<file path="src/rtl/div_display_pkg.sv">
// Shared types and constants for the divider result display.
// Leading-zero blanking is enabled by defining DIV_DISPLAY_LZB_EN.
package div_display_pkg;

   // FSM state encoding
   typedef logic [1:0] state_t;
   localparam state_t StIdle    = 2'd0;
   localparam state_t StConvert = 2'd1;
   localparam state_t StLoad    = 2'd2;

   // Per-digit display codes: 0..9 are BCD values
   typedef logic [3:0] digit_t;
   localparam digit_t DigMinus = 4'hA;
   localparam digit_t DigBlank = 4'hF;

   localparam int unsigned BcdDigits = 6;

   // Active-low segment patterns, bit order {g,f,e,d,c,b,a}
   localparam logic [6:0] Seg0     = 7'h40;
   localparam logic [6:0] Seg1     = 7'h79;
   localparam logic [6:0] Seg2     = 7'h24;
   localparam logic [6:0] Seg3     = 7'h30;
   localparam logic [6:0] Seg4     = 7'h19;
   localparam logic [6:0] Seg5     = 7'h12;
   localparam logic [6:0] Seg6     = 7'h02;
   localparam logic [6:0] Seg7     = 7'h78;
   localparam logic [6:0] Seg8     = 7'h00;
   localparam logic [6:0] Seg9     = 7'h10;
   localparam logic [6:0] SegMinus = 7'h3F;
   localparam logic [6:0] SegBlank = 7'h7F;

   // Digit code to segment pattern; unknown codes show blank
   function automatic logic [6:0] seg_decode(input digit_t code);
      logic [6:0] s;
      case (code)
         4'd0:     s = Seg0;
         4'd1:     s = Seg1;
         4'd2:     s = Seg2;
         4'd3:     s = Seg3;
         4'd4:     s = Seg4;
         4'd5:     s = Seg5;
         4'd6:     s = Seg6;
         4'd7:     s = Seg7;
         4'd8:     s = Seg8;
         4'd9:     s = Seg9;
         DigMinus: s = SegMinus;
         default:  s = SegBlank;
      endcase
      return s;
   endfunction

endpackage

</file>
<file path="src/rtl/bin_to_bcd_serial.sv">
// Sequential shift-add-3 binary to BCD converter, one shift per enabled cycle.
module bin_to_bcd_serial
   import div_display_pkg::*;
#(
   parameter int unsigned RESULT_W = 18
) (
   input  logic                     clk,
   input  logic                     reset,
   input  logic                     i_load,
   input  logic [RESULT_W-1:0]      i_mag,
   input  logic                     i_step,
   output logic [4*BcdDigits-1:0]   o_bcd,
   output logic                     o_done
);

   localparam int unsigned StepW = $clog2(RESULT_W);
   localparam int unsigned ShW   = 4 * BcdDigits + RESULT_W;

   logic [StepW-1:0]       r_step;
   logic [4*BcdDigits-1:0] r_bcd;
   logic [RESULT_W-1:0]    r_mag;
   logic [4*BcdDigits-1:0] w_bcd_adj;
   logic [ShW-1:0]         w_shift;

   // Add 3 to every nibble >= 5, then shift the joint vector left by one
   always_comb begin
      w_bcd_adj = r_bcd;
      for (int i = 0; i < BcdDigits; i++) begin
         if (r_bcd[4*i +: 4] >= 4'd5) begin
            w_bcd_adj[4*i +: 4] = r_bcd[4*i +: 4] + 4'd3;
         end
      end
      w_shift = {w_bcd_adj, r_mag} << 1;
   end

   // Done pulses on the cycle the final shift is performed
   assign o_done = i_step && (r_step == StepW'(RESULT_W - 1));
   assign o_bcd  = r_bcd;

   // Step counter and shift datapath
   always_ff @(posedge clk or negedge reset) begin
      if (!reset) begin
         r_step <= '0;
         r_bcd  <= '0;
         r_mag  <= '0;
      end else if (i_load) begin
         r_step <= '0;
         r_bcd  <= '0;
         r_mag  <= i_mag;
      end else if (i_step) begin
         r_step         <= r_step + 1'b1;
         {r_bcd, r_mag} <= w_shift;
      end
   end

endmodule

</file>
<file path="src/rtl/div_result_display.sv">
// Captures signed divider results, converts them to BCD and scans an
// 8-digit active-low seven-segment display.
// Define DIV_DISPLAY_LZB_EN to blank leading zeros in digits 5..1.
module div_result_display
   import div_display_pkg::*;
#(
   parameter int unsigned RESULT_W     = 18,
   parameter int unsigned REFRESH_BITS = 17
) (
   input  logic                clk,
   input  logic                reset,
   input  logic [RESULT_W-1:0] result_in,
   input  logic                result_valid,
   output logic                busy,
   output logic [7:0]          an,
   output logic [6:0]          seg,
   output logic                dp
);

   state_t                   r_state;
   state_t                   w_state_next;
   logic                     r_pend_valid;
   logic [RESULT_W-1:0]      r_pend_data;
   logic                     w_pend_valid_next;
   logic [RESULT_W-1:0]      w_pend_data_next;
   logic                     r_sign;
   logic [7:0][3:0]          r_digit;
   logic [7:0][3:0]          w_digit_new;
   logic [REFRESH_BITS-1:0]  r_refresh;
   logic [7:0]               r_an;
   logic [6:0]               r_seg;
   logic [2:0]               w_idx;

   logic                     w_start_new;
   logic                     w_start_pend;
   logic                     w_load;
   logic [RESULT_W-1:0]      w_src;
   logic [RESULT_W-1:0]      w_mag;
   logic                     w_step;
   logic                     w_done;
   logic [4*BcdDigits-1:0]   w_bcd;
   logic                     w_lead;

   // A pending result takes priority at LOAD; a fresh strobe at LOAD with
   // nothing pending starts directly so busy never drops in between.
   always_comb begin
      w_start_new  = result_valid &&
                     ((r_state == StIdle) || ((r_state == StLoad) && !r_pend_valid));
      w_start_pend = (r_state == StLoad) && r_pend_valid;
      w_load       = w_start_new || w_start_pend;
      w_src        = w_start_pend ? r_pend_data : result_in;
      // Full-width negation keeps -2^(W-1) representable as an unsigned magnitude
      w_mag        = w_src[RESULT_W-1] ? (~w_src + RESULT_W'(1)) : w_src;
      w_step       = (r_state == StConvert);
   end

   bin_to_bcd_serial #(
      .RESULT_W (RESULT_W)
   ) u_bcd (
      .clk    (clk),
      .reset  (reset),
      .i_load (w_load),
      .i_mag  (w_mag),
      .i_step (w_step),
      .o_bcd  (w_bcd),
      .o_done (w_done)
   );

   // Next-state logic for the FSM
   always_comb begin
      w_state_next = r_state;
      case (r_state)
         StIdle:    if (result_valid) w_state_next = StConvert;
         StConvert: if (w_done)       w_state_next = StLoad;
         StLoad:    w_state_next = w_load ? StConvert : StIdle;
         default:   w_state_next = StIdle;
      endcase
   end

   // One-entry pending slot; the newest strobe always wins
   always_comb begin
      w_pend_valid_next = r_pend_valid;
      w_pend_data_next  = r_pend_data;
      if (w_start_pend) begin
         w_pend_valid_next = result_valid;
         if (result_valid) w_pend_data_next = result_in;
      end else if (result_valid && !w_start_new && (r_state != StIdle)) begin
         w_pend_valid_next = 1'b1;
         w_pend_data_next  = result_in;
      end
   end

   // Build the digit codes written during LOAD
   always_comb begin
      w_digit_new = '1;
      w_lead      = 1'b1;
      for (int i = BcdDigits - 1; i >= 0; i--) begin
         w_digit_new[i] = w_bcd[4*i +: 4];
`ifdef DIV_DISPLAY_LZB_EN
         if (i > 0) begin
            w_lead = w_lead && (w_bcd[4*i +: 4] == 4'd0);
            if (w_lead) w_digit_new[i] = DigBlank;
         end
`endif
      end
      w_digit_new[6] = DigBlank;
      w_digit_new[7] = r_sign ? DigMinus : DigBlank;
   end

   // FSM, pending slot, sign and digit registers
   always_ff @(posedge clk or negedge reset) begin
      if (!reset) begin
         r_state      <= StIdle;
         r_pend_valid <= 1'b0;
         r_pend_data  <= '0;
         r_sign       <= 1'b0;
         r_digit      <= '1;
      end else begin
         r_state      <= w_state_next;
         r_pend_valid <= w_pend_valid_next;
         r_pend_data  <= w_pend_data_next;
         if (w_load)              r_sign  <= w_src[RESULT_W-1];
         if (r_state == StLoad)   r_digit <= w_digit_new;
      end
   end

   assign w_idx = r_refresh[REFRESH_BITS-1 -: 3];

   // Free-running refresh counter and registered scan outputs
   always_ff @(posedge clk or negedge reset) begin
      if (!reset) begin
         r_refresh <= '0;
         r_an      <= 8'hFE;
         r_seg     <= SegBlank;
      end else begin
         r_refresh <= r_refresh + 1'b1;
         r_an      <= ~(8'b1 << w_idx);
         r_seg     <= seg_decode(r_digit[w_idx]);
      end
   end

   assign busy = (r_state != StIdle);
   assign an   = r_an;
   assign seg  = r_seg;
   assign dp   = 1'b1;

endmodule
</file>
<file path="config.mk">
export PLATFORM = sky130hd
export DESIGN_NAME = div_result_display
export DESIGN_NICKNAME = d
export VERILOG_FILES = /design/src/rtl/div_display_pkg.sv /design/src/rtl/bin_to_bcd_serial.sv /design/src/rtl/div_result_display.sv
export SDC_FILE = /design/constraint.sdc
export NUM_CORES = 1
export LEC_CHECK = 0
export ABC_AREA = 1
export ABC_CLOCK_PERIOD_IN_PS = 1800
export CAP_MARGIN = 20
export CORE_ASPECT_RATIO = 0.8
export CORE_MARGIN = 3
export CORE_UTILIZATION = 30
export DETAILED_ROUTE_END_ITERATION = 16
export PLACE_DENSITY_LB_ADDON = 0.05
export SYNTH_ARGS = -nofsm -noshare
export SYNTH_HDL_FRONTEND = slang
export SYNTH_HIERARCHICAL = 1
export SYNTH_SLANG_ARGS = --single-unit
</file>
<file path="constraint.sdc">
create_clock -name clk -period 1.8 [get_ports clk]
set_input_delay 0.45 -clock clk [delete_from_list [all_inputs] [get_ports clk]]
set_output_delay 0.45 -clock clk [all_outputs]
set_load 0.03 [all_outputs]
</file>
---- Word level (Yosys, flattened, before mapping) ----
Memory sizes are Yosys's and may differ from the RTL's. A register that Yosys moved wholly into a read port is not among the register bits.
Index checks and enable logic that the tools add are counted.
operators by class
  add/subtract/negate cells ............... 9
  magnitude comparators ................... 7
  equal/unequal tests ..................... 6
  shift-type cells ........................ 1
  multiplexer cells ....................... 26
  bitwise gates (word level) .............. 2
  reductions and logical operators ........ 17
operators with widths
  kind                   count
  $mux 18                7
  $mux 24                2
  $ge 4x3->1 const B     6
  $mux 4                 6
  $add 4x2->4 const B    5
  $add 18x1->18 const B  1
  $not 18->18            1
  $add 17x1->17 const B  1
  $bmux 4 s3             1
  $mux 5                 2
  $not 8->8              1
  $shl 1x3->8 const A    1
  $logic_and 1x1->1      6
  $mux 3                 2
  $ne 2x2->1 const B     3
  $pmux 2 s3             1
  $reduce_bool 2->1      3
  $add 5x1->5 const B    1
  $eq 5x5->1 const B     1
  $lt 3x4->1 const B     1
  $mux 2                 2
  $reduce_and 2->1       2
  $add 3x2->3 const B    1
  $logic_not 1->1        3
  5 further kinds        8
storage, ports and cells
  flip-flop bits (word level) ............. 122
  ROM bits ................................ 112
  bits of input ports ..................... 21
  output and inout port bits .............. 17
  logic and storage cells ................. 85
  memories kept ........................... 1
memory list
  memory            words  bits a word  rd ports  clocked after memory_dff  wr ports  RTL line               source
  (name not given)  16     7            1         1                         0         div_display_pkg.sv:35  case (code)

---- Logic depth before layout (Yosys ltp) ----
Gate-level depths: netlist of the first run.
  word-level depth ........................ 9
  mapped depth ............................ 16
  depth with buffers taken out ............ 14

---- Modules after synthesis ----
The synthesis of the first run kept the hierarchy.
by module, submodules not included
  module              instances  cells each  area an instance (um^2)  seq. area each (um^2)
  div_result_display  1          546         4,252.8                  2,025.7
  bin_to_bcd_serial   1          318         2,527.4                  1,176.1

---- Worst setup path after synthesis of the first run ----
OpenSTA, ideal clock, no wires.
  path type ............................... register to register
  from .................................... register r_pend_valid
  to ...................................... register u_bcd.r_mag[12]
  library setup time ...................... 0.124 ns
  arrival time ............................ 1.826 ns
  slack ................................... -0.150 ns
  cell stages (with the launch flop) ...... 16
  buffers on the path ..................... 2
  cells stage by stage .................... dfrtp_1 buf_4 nand3_4 buf_6 nand2_1 o21ai_2 ha_1 nand3_2 nor2_2 nand3_1 nand2_1 nand2_1 nand2_1 inv_1 a22oi_1 nand2_1
between the ends
  longest elaborated chain between the ends .. 6
ends and longest elaborated chain
  what                    RTL line                   source
  start, declared         div_result_display.sv:22   logic r_pend_valid;
  start signal, assigned  div_result_display.sv:120  r_pend_valid <= w_pend_valid_next;
  $logic_and 1x1->1 *     div_result_display.sv:49   w_start_pend = (r_state == StLoad) && r_pend_valid;
  $mux 18 *               div_result_display.sv:51   w_src = w_start_pend ? r_pend_data : result_in;
  $not 18->18             div_result_display.sv:53   w_mag = w_src[RESULT_W-1] ? (~w_src + RESULT_W'(1)) : w_src;
  $add 18x1->18           div_result_display.sv:53
  $mux 18 *               div_result_display.sv:53
  net w_mag[12]           div_result_display.sv:38   logic [RESULT_W-1:0] w_mag;
  $mux 18 *               bin_to_bcd_serial.sv:46    end else if (i_load) begin
  end signal, assigned    bin_to_bcd_serial.sv:49    r_mag <= i_mag;
  end signal, assigned    bin_to_bcd_serial.sv:52    {r_bcd, r_mag} <= w_shift;
  end, declared           bin_to_bcd_serial.sv:21    logic [RESULT_W-1:0] r_mag;
The timed path passes the listed nets; every way through them passes the cells marked *.
A chain may end at the register's enable or synchronous reset.

---- Worst setup path in the final report of the first run ----
  from .................................... register r_state[0]
  to ...................................... register u_bcd.r_mag[6]
between the ends
  longest elaborated chain between the ends .. 7
ends and longest elaborated chain
  what                    RTL line                   source
  start, declared         div_result_display.sv:20   state_t r_state;
  start signal, assigned  div_result_display.sv:113  r_state <= StIdle;
  start signal, assigned  div_result_display.sv:119  r_state <= w_state_next;
  $eq 2x2->1 *            div_result_display.sv:49
  $logic_and 1x1->1 *     div_result_display.sv:49
  $mux 18 *               div_result_display.sv:51
  $not 18->18             div_result_display.sv:53
  $add 18x1->18           div_result_display.sv:53
  $mux 18 *               div_result_display.sv:53
  net w_mag[6]            div_result_display.sv:38
  $mux 18 *               bin_to_bcd_serial.sv:46
Marked as above.

==> summary.md, run 1 <==
| Metric | Value |
|---|---|
| Critical Path Fanout Max | 4 |
| Post-route total power | 10.4 mW |
| Total track usage | 16.0% |
| FP Rows | 48 |
| ANT cells | 0 |
| Slew HR | 60.5% |
| First-pass GRT wire length | 31.3 mm |
| DRC | 0 |
| Drt via density | 4.65 |
| Fill cells | 2163 |
| Initial drt markers | 314 |
| Final hold violations | 0 |
| Maximum number of pins on one net before global-route repair | 53 |
| Worst setup margin | -0.185 ns |
| Minimum clock period after layout | 1.99 ns |
| Worst-Skew Late Latency | 0.42 ns |
| Die height | 140 um |
| Setup_tns | -2.25 ns |
| Chip width | 174 um |
| Leakage dissipation | 4.79 nW |
| FF-to-FF Start | r_state[0] |
| Area grow syn2layout | 45.7% |
| Critical path launch point type | register |
| WL/cell | 14.3 um |
| VDD IR max | 0.000582 V |
| FF-to-FF End | u_bcd/r_mag[6] |
| Routed wire length | 19.1 mm |
| Fmax | 504 MHz |
| Worst R2R Setup Slack | -0.19 ns |
| Core area | 0.0219 mm2 |
| H-tree Lvls | 4 |
| Post-synthesis sequential area ratio | 47.2% |
| Syn nets | 906 |
| Register area | 0.00321 mm2 |
| Die ar. | 0.0245 mm2 |
| Initial core utilization | 31.0% |
| Final slew viol count | 0 |
| Worst slew pin tran | 0.591 ns |
| Setup violators final | 17 |
| Hold WC Path Type | input port to async pin |
| Share of the synthesized area in the top cell type | 32.1% |
| CTS root buf | clkbuf_16 |
| #FFs+latches synth | 126 |
| Synth area leader | dfrtp_1 |
| TritonCTS clock tree | yes |
| Setup Skew | 0.0133 ns |
| Max Cap Viol | 0 |
| Syn_area_per_cell | 7.85 um2 |
| Port Buffers | 36 |
| RSZ-0062 raised after global routing | true |
| Area of the multi-input gates | 0.00367 mm2 |
| Antenna violations before repair | 0 |
| Clock transition at path regs | 0.06 ns |
| Final period util | 110% |
| Hpwl dp | 13.5 mm |
| WS Path Type | register to register |
| # IOs | 38 |
| Status | finished with violations |
| Yosys warns | 6 |
| GR Overflow Total | 0 |
| Reg2Reg Depth | 12 |
| Crit path DAT | 2.29 ns |
| Synthesized cell area | 0.00678 mm2 |
| Sink Count | 126 |
| Cells after Synth | 864 |
| Antenna Violating Nets Remaining | 0 |
| Post-layout nets | 1063 |
| Fin cells | 1334 |
| Total CTS buffers | 17 |
| TritonRoute pass-1 iters | 4 |
| Pwr dens | 1050 mW/mm2 |
| Post-synth cell types | 34 |
| Placed cell count | 1265 |
| Vias in the first global route | 5969 |
| Clk buf depth | 2 |
| Vias | 6206 |
| Failing checks | setup timing |
| Top cells by area, synth | dfrtp_1 32%, nand2_1 18%, dfstp_2 15% |
| Gpl congestion | 0.823 |
| Layout cell share with drive strength beyond 1 | 34.4% |
| Critical Path RT | 2.11 ns |
| Worst Setup End Kind | register |
-- repair_timing --
| action | 4_1_cts | 5_1_grt |
|---|---|---|
| pin swaps | 52 | 52 |
| hold buffers | 1 | 0 |
| resized for setup | 119 | 117 |
| cloned | 3 | 1 |
| setup buffers | 15 | 20 |
| hold endpoints to repair | 5 | 0 |
| endpoints found under the setup margin | 46 | 64 |
-- metal layers --
metal	track usage, %	vias to the layer above	routed length [um]
met3	3.33	24	795
met4	4.86	0	235
met1	25.6	2976	10600
met5	0	-	0
met2	21.0	132	7490
li1	-	3074	-
-- registers in the layout (all words and copies together) (netlist names), 2 cells and up --
register      count
an                8
r_digit          25
r_pend_data      18
r_refresh        17
r_state           2
seg               7
u_bcd/o_bcd      24
u_bcd/r_mag      18
u_bcd/r_step      5
-- cell usage in the layout, fill, tap and decap left out, types with 9 or more instances in the layout --
cell,count
nor2_1,29
ha_1,15
dfrtp_1,83
nand2_4,17
nand4_1,21
dfstp_2,39
nand2_1,287
clkdlybuf4s15_1,11
nand2_2,28
nor2_4,15
buf_4,92
buf_6,25
buf_12,12
a22oi_2,10
nor2_2,16
inv_2,12
inv_1,76
nand3_2,9
clkbuf_16,18
clkdlybuf4s50_1,19
nand3_1,43
o21ai_0,29
a22oi_1,10
xor2_1,18
-- worst max-delay path, stage by stage (launching register included) --
cell     delay (ns)
dfrtp_1        0.38
inv_2          0.11
buf_12         0.11
nand3_4        0.10
o21ai_4        0.21
ha_4           0.17
nand3_4        0.09
nor2_4         0.18
buf_4          0.13
nor2_2         0.03
xor2_1         0.13
a22oi_1        0.16
nand2_1        0.06
-- report_power, final --
part / internal (mW) / switching [mW]
logic: 1.06 / 1.52
registers: 3.53 / 0.393
clock network: 2.50 / 1.36
total: 7.09 / 3.28
-- synth_stat cells, drive strengths merged --
cell    count
nand2     332
dfstp      39
nor3        6
o22ai       7
clkbuf      8
a22oi      20
xor2       18
o21ai      41
o211ai      2
nand3      55
dfrtp      87
buf        21
nand4      21
a21oi      10
conb        1
nor2       60
inv        94
ha         21
o21bai      5
nor4        2
mux2        8
o31ai       1
xnor2       5
-- through the flow --
step	area [um2]	util [%]	setup slack (ns)	hold WS [ns]
floorplan	6800	-	-0.121	0.154
global placement	8170	37.4	-0.452	0.298
detailed placement	8170	37.4	-0.459	0.300
CTS	9320	42.6	-0.164	0.393
global route	9880	45.2	-0.356	0.396
finish	9880	45.2	-0.185	0.404
-- cells by family (layout without fill, tap and decap cells) --
family                   after synthesis  in the layout  share of synthesized area (%)
adder cells (fa/ha/maj)               21             21                           3.88
flip-flops                           126            126                           47.2
other                                  1              1                         0.0553
XOR/XNOR                              23             23                           2.97
multiplexers                           8              8                           1.33
buffers and inverters                123            292                           7.57
AND/OR/NAND/NOR                      476            477                           29.2
AO/OA/AOI/OAI                         86             86                           7.81
-- worst max-delay path by stage --
stage                      start         endpoint  cells past startpoint
global placement    result_in[0]  u_bcd/r_mag[14]                     14
CTS                   r_state[0]  u_bcd/r_mag[14]                     16
finish                r_state[0]   u_bcd/r_mag[6]                     12
detailed placement  result_in[0]  u_bcd/r_mag[12]                     14
global route          r_state[0]  u_bcd/r_mag[16]                     16
floorplan             r_state[1]  u_bcd/r_mag[12]                     15
-- final cells by class --
class / instances / share of cell area [%]
well taps: 300 / 3.80
clock buffers: 19 / 4.48
inverters: 94 / 3.80
multi-input cells: 616 / 37.1
repair buffers: 166 / 16.2
flip-flops and latches: 126 / 32.5
clock inverters: 13 / 2.15
Note: power is estimated with default switching activity, not from simulation.
==> run 2: changes to the inputs <==
Settings changed: RECOVER_POWER set to 25, REMOVE_ABC_BUFFERS set to 1.
==> run 2 against run 1 <==
Compared with the run above: the run still ends with setup timing left; combinational power up 10%; critical path depth up 1; sequential power about the same; core utilization up 2.1 points; count of clock-buffer cells in the layout up 1; fmax down 4.9%; register-to-register slack worse by 0.10 ns.
==> summary.md, run 2 (same netlist as run 1, synthesis figures left out) <==
| Metric | Value |
|---|---|
| Vias | 6370 (+2.6%) |
| Critical Path RT | 2.13 ns (+0.02 ns) |
| Maximum number of pins on one net before global-route repair | 40 (-25%) |
| Max FFs per register | 25 (unchanged) |
| Pwr dens | 1000 mW/mm2 (-4.3%) |
| CP Buf/Inv Count | 8 (+5) |
| GR Util met1 | 25.9% (+0.29 points) |
| CP startpoint | r_state[1] |
| Final slew viol count | 0 (unchanged) |
| Fmax | 479 MHz (-4.9%) |
| Drt via density | 4.72 (+1.5%) |
| Clk buf depth | 2 (unchanged) |
| GR Overflow Total | 0 (unchanged) |
| Core area | 0.0219 mm2 (unchanged) |
| FF-to-FF End | u_bcd/o_bcd[19] |
| DRC | 0 (unchanged) |
| CP cell instances | buf_6 > nand2_4 > nor2_4 > buf_12 > buf_6 > a21oi_4 > inv_4 > buf_6 > nor2_4 > buf_12 > clkinv_16 > buf_12 > o22ai_4 |
| Failing checks | setup timing |
| Sequential share of power | 37.9% (about the same) |
| Max Cap Viol | 0 (unchanged) |
| VDD IR max | 0.000694 V (+19%) |
| Total track usage | 16.7% (+0.68 points) |
| Status | finished with violations |
| Total CTS buffers | 17 (unchanged) |
| Largest Register | r_digit |
| Minimum clock period after layout | 2.09 ns (+0.103 ns) |
| Layout cell share with drive strength beyond 1 | 38.6% (+4.2 points) |
| Clock power share | 34.6% (-2.7 points) |
| Area grow syn2layout | 52.5% |
| TritonCTS clock tree | yes |
| Die ar. | 0.0245 mm2 (unchanged) |
| Design area | 0.0103 mm2 (+4.7%) |
| Crit path DAT | 2.42 ns (+0.13 ns) |
| Area after DPL | 0.00801 mm2 (-1.9%) |
| Critical Path Fanout Max | 7 (+3) |
| Combinational power share | 27.5% (+2.7 points) |
| DP Worst Slack | -0.447 ns (+0.0121 ns) |
| CP Depth | 13 (+1) |
| H-tree Lvls | 4 (unchanged) |
| Initial core utilization | 31.0% (unchanged) |
| Leading cell type in the layout, fill and taps excluded | nand2_1 |
| Min-Delay Endpoint | r_refresh[0] |
| Port Buffers | 36 (unchanged) |
| Setup Skew | 0.00966 ns (-0.00365 ns) |
| Worst Setup End Kind | register |
| Gpl congestion | 0.835 (+1.5%) |
| Reg2Reg Depth | 13 (+1) |
| Hold WC Path Type | register to register |
| Slew HR | 55.9% (-4.6 points) |
| Met3 Use GR | 3.31% (-0.027 points) |
| Worst hold slack | 0.449 ns (+0.0446 ns) |
| Setup_tns | -11.71 ns (-9.47 ns) |
| Most frequent cells in the layout | 271 x nand2_1, 84 x dfrtp_1, 80 x buf_4, 77 x inv_1, 48 x nand2_2 |
| Critical path's top delay family | buffers and inverters |
| RSZ-0062 raised after global routing | true |
| Worst-Skew Late Latency | 0.42 ns (about the same) |
| FF-to-FF Start | r_state[1] |
| Setup violators final | 51 (+34) |
| Die height | 140 um (unchanged) |
| Internal Dissipation | 6.95 mW (-2.0%) |
| Sink Count | 126 (unchanged) |
| Critical path launch point type | register |
| Leakage dissipation | 4.97 nW (+3.9%) |
| Sw Pwr | 3.43 mW (+4.7%) |
| FP Rows | 48 (unchanged) |
| Initial drt markers | 386 (+23%) |
| Clock transition at path regs | 0.06 ns (about the same) |
| Routed wire length | 20.7 mm (+8.3%) |
| Antenna Violating Nets Remaining | 0 (unchanged) |
| # IOs | 38 (unchanged) |
| Vias in the first global route | 6158 (+3.2%) |
| Final hold violations | 0 (unchanged) |
| Hold Startpoint | r_refresh[0] |
| CTS root buf | clkbuf_16 |
| Worst path slowest cell | dfrtp_2 |
| Post-layout nets | 1078 (+1.4%) |
| Post-route total power | 10.4 mW (+0.15%) |
| First-pass GRT wire length | 32.6 mm (+4.3%) |
| Final period util | 116% (+5.7 points) |
| Worst R2R Setup Slack | -0.29 ns (-0.10 ns) |
| Sw frac | 33.0% (+1.5 points) |
| Hold Crit Depth | 1 |
| Hpwl dp | 13.0 mm (-3.7%) |
| Core Util, Final | 47.3% (+2.1 points) |
| CP max stage delay | 0.47 ns (+0.09 ns) |
| Worst setup margin | -0.288 ns (-0.103 ns) |
| Antenna violations before repair | 0 (unchanged) |
| Grt met2 use | 23.4% (+2.4 points) |
| Worst slew pin tran | 0.662 ns (+0.0703 ns) |
| Grt peak-use layer | met1 |
| WL/cell | 15.3 um (+7.1%) |
| Placed cell count | 1251 (-1.1%) |
| Fin cells | 1349 (+1.1%) |
| Chip width | 174 um (unchanged) |
| ANT cells | 0 (unchanged) |
| TritonRoute pass-1 iters | 7 (+3) |
| WS Path Type | register to register |
==> run 2: worst max path at each step <==
stage / slack [ns] / to
4_1_cts: -0.23 / u_bcd/r_mag[6]
5_1_grt: -0.42 / u_bcd/r_mag[10]
2_1_floorplan: -0.61 / u_bcd/r_step[2]
6_report: -0.29 / u_bcd/o_bcd[19]
3_5_place_dp: -0.45 / u_bcd/r_mag[10]
3_3_place_gp: -0.46 / u_bcd/r_mag[10]
==> run 2: timing repair <==
item / 4_1_cts / 5_1_grt
pin swaps: 37 / 71
hold buffers: 1 / 0
hold endpoints to repair: 19 / 0
buffers inserted: 28 / 32
endpoints found under the setup margin: 71 / 66
gates cloned: 10 / 2
gates resized for setup: 151 / 171
==> run 2: power groups by stage <==
stage,combinational (mW),sequential [mW],clock [mW]
global route,3.20,4.00,3.83
CTS,2.40,3.91,3.69
floorplan,1.35,4.00,0
global placement,2.24,3.93,0
finish,2.85,3.94,3.59
detailed placement,2.29,3.95,0
==> run 2: layout make-up <==
cell class	instances	area (um2)
Sequential cell	126	3210
Tap cell	300	375
Fill cell	2109	11500
Timing Repair Buffer	177	1860
Timing Repair inverter	3	21.3
Clock inverter	12	160
Multi-Input combinational cell	617	3860
Clock buffer	20	457
Inverter	94	402
==> run 2: per-layer routing <==
layer,up-vias,wire length (um)
li1,3114,-
met1,3064,10700
met2,171,8740
met3,21,1080
met4,0,233
met5,-,0
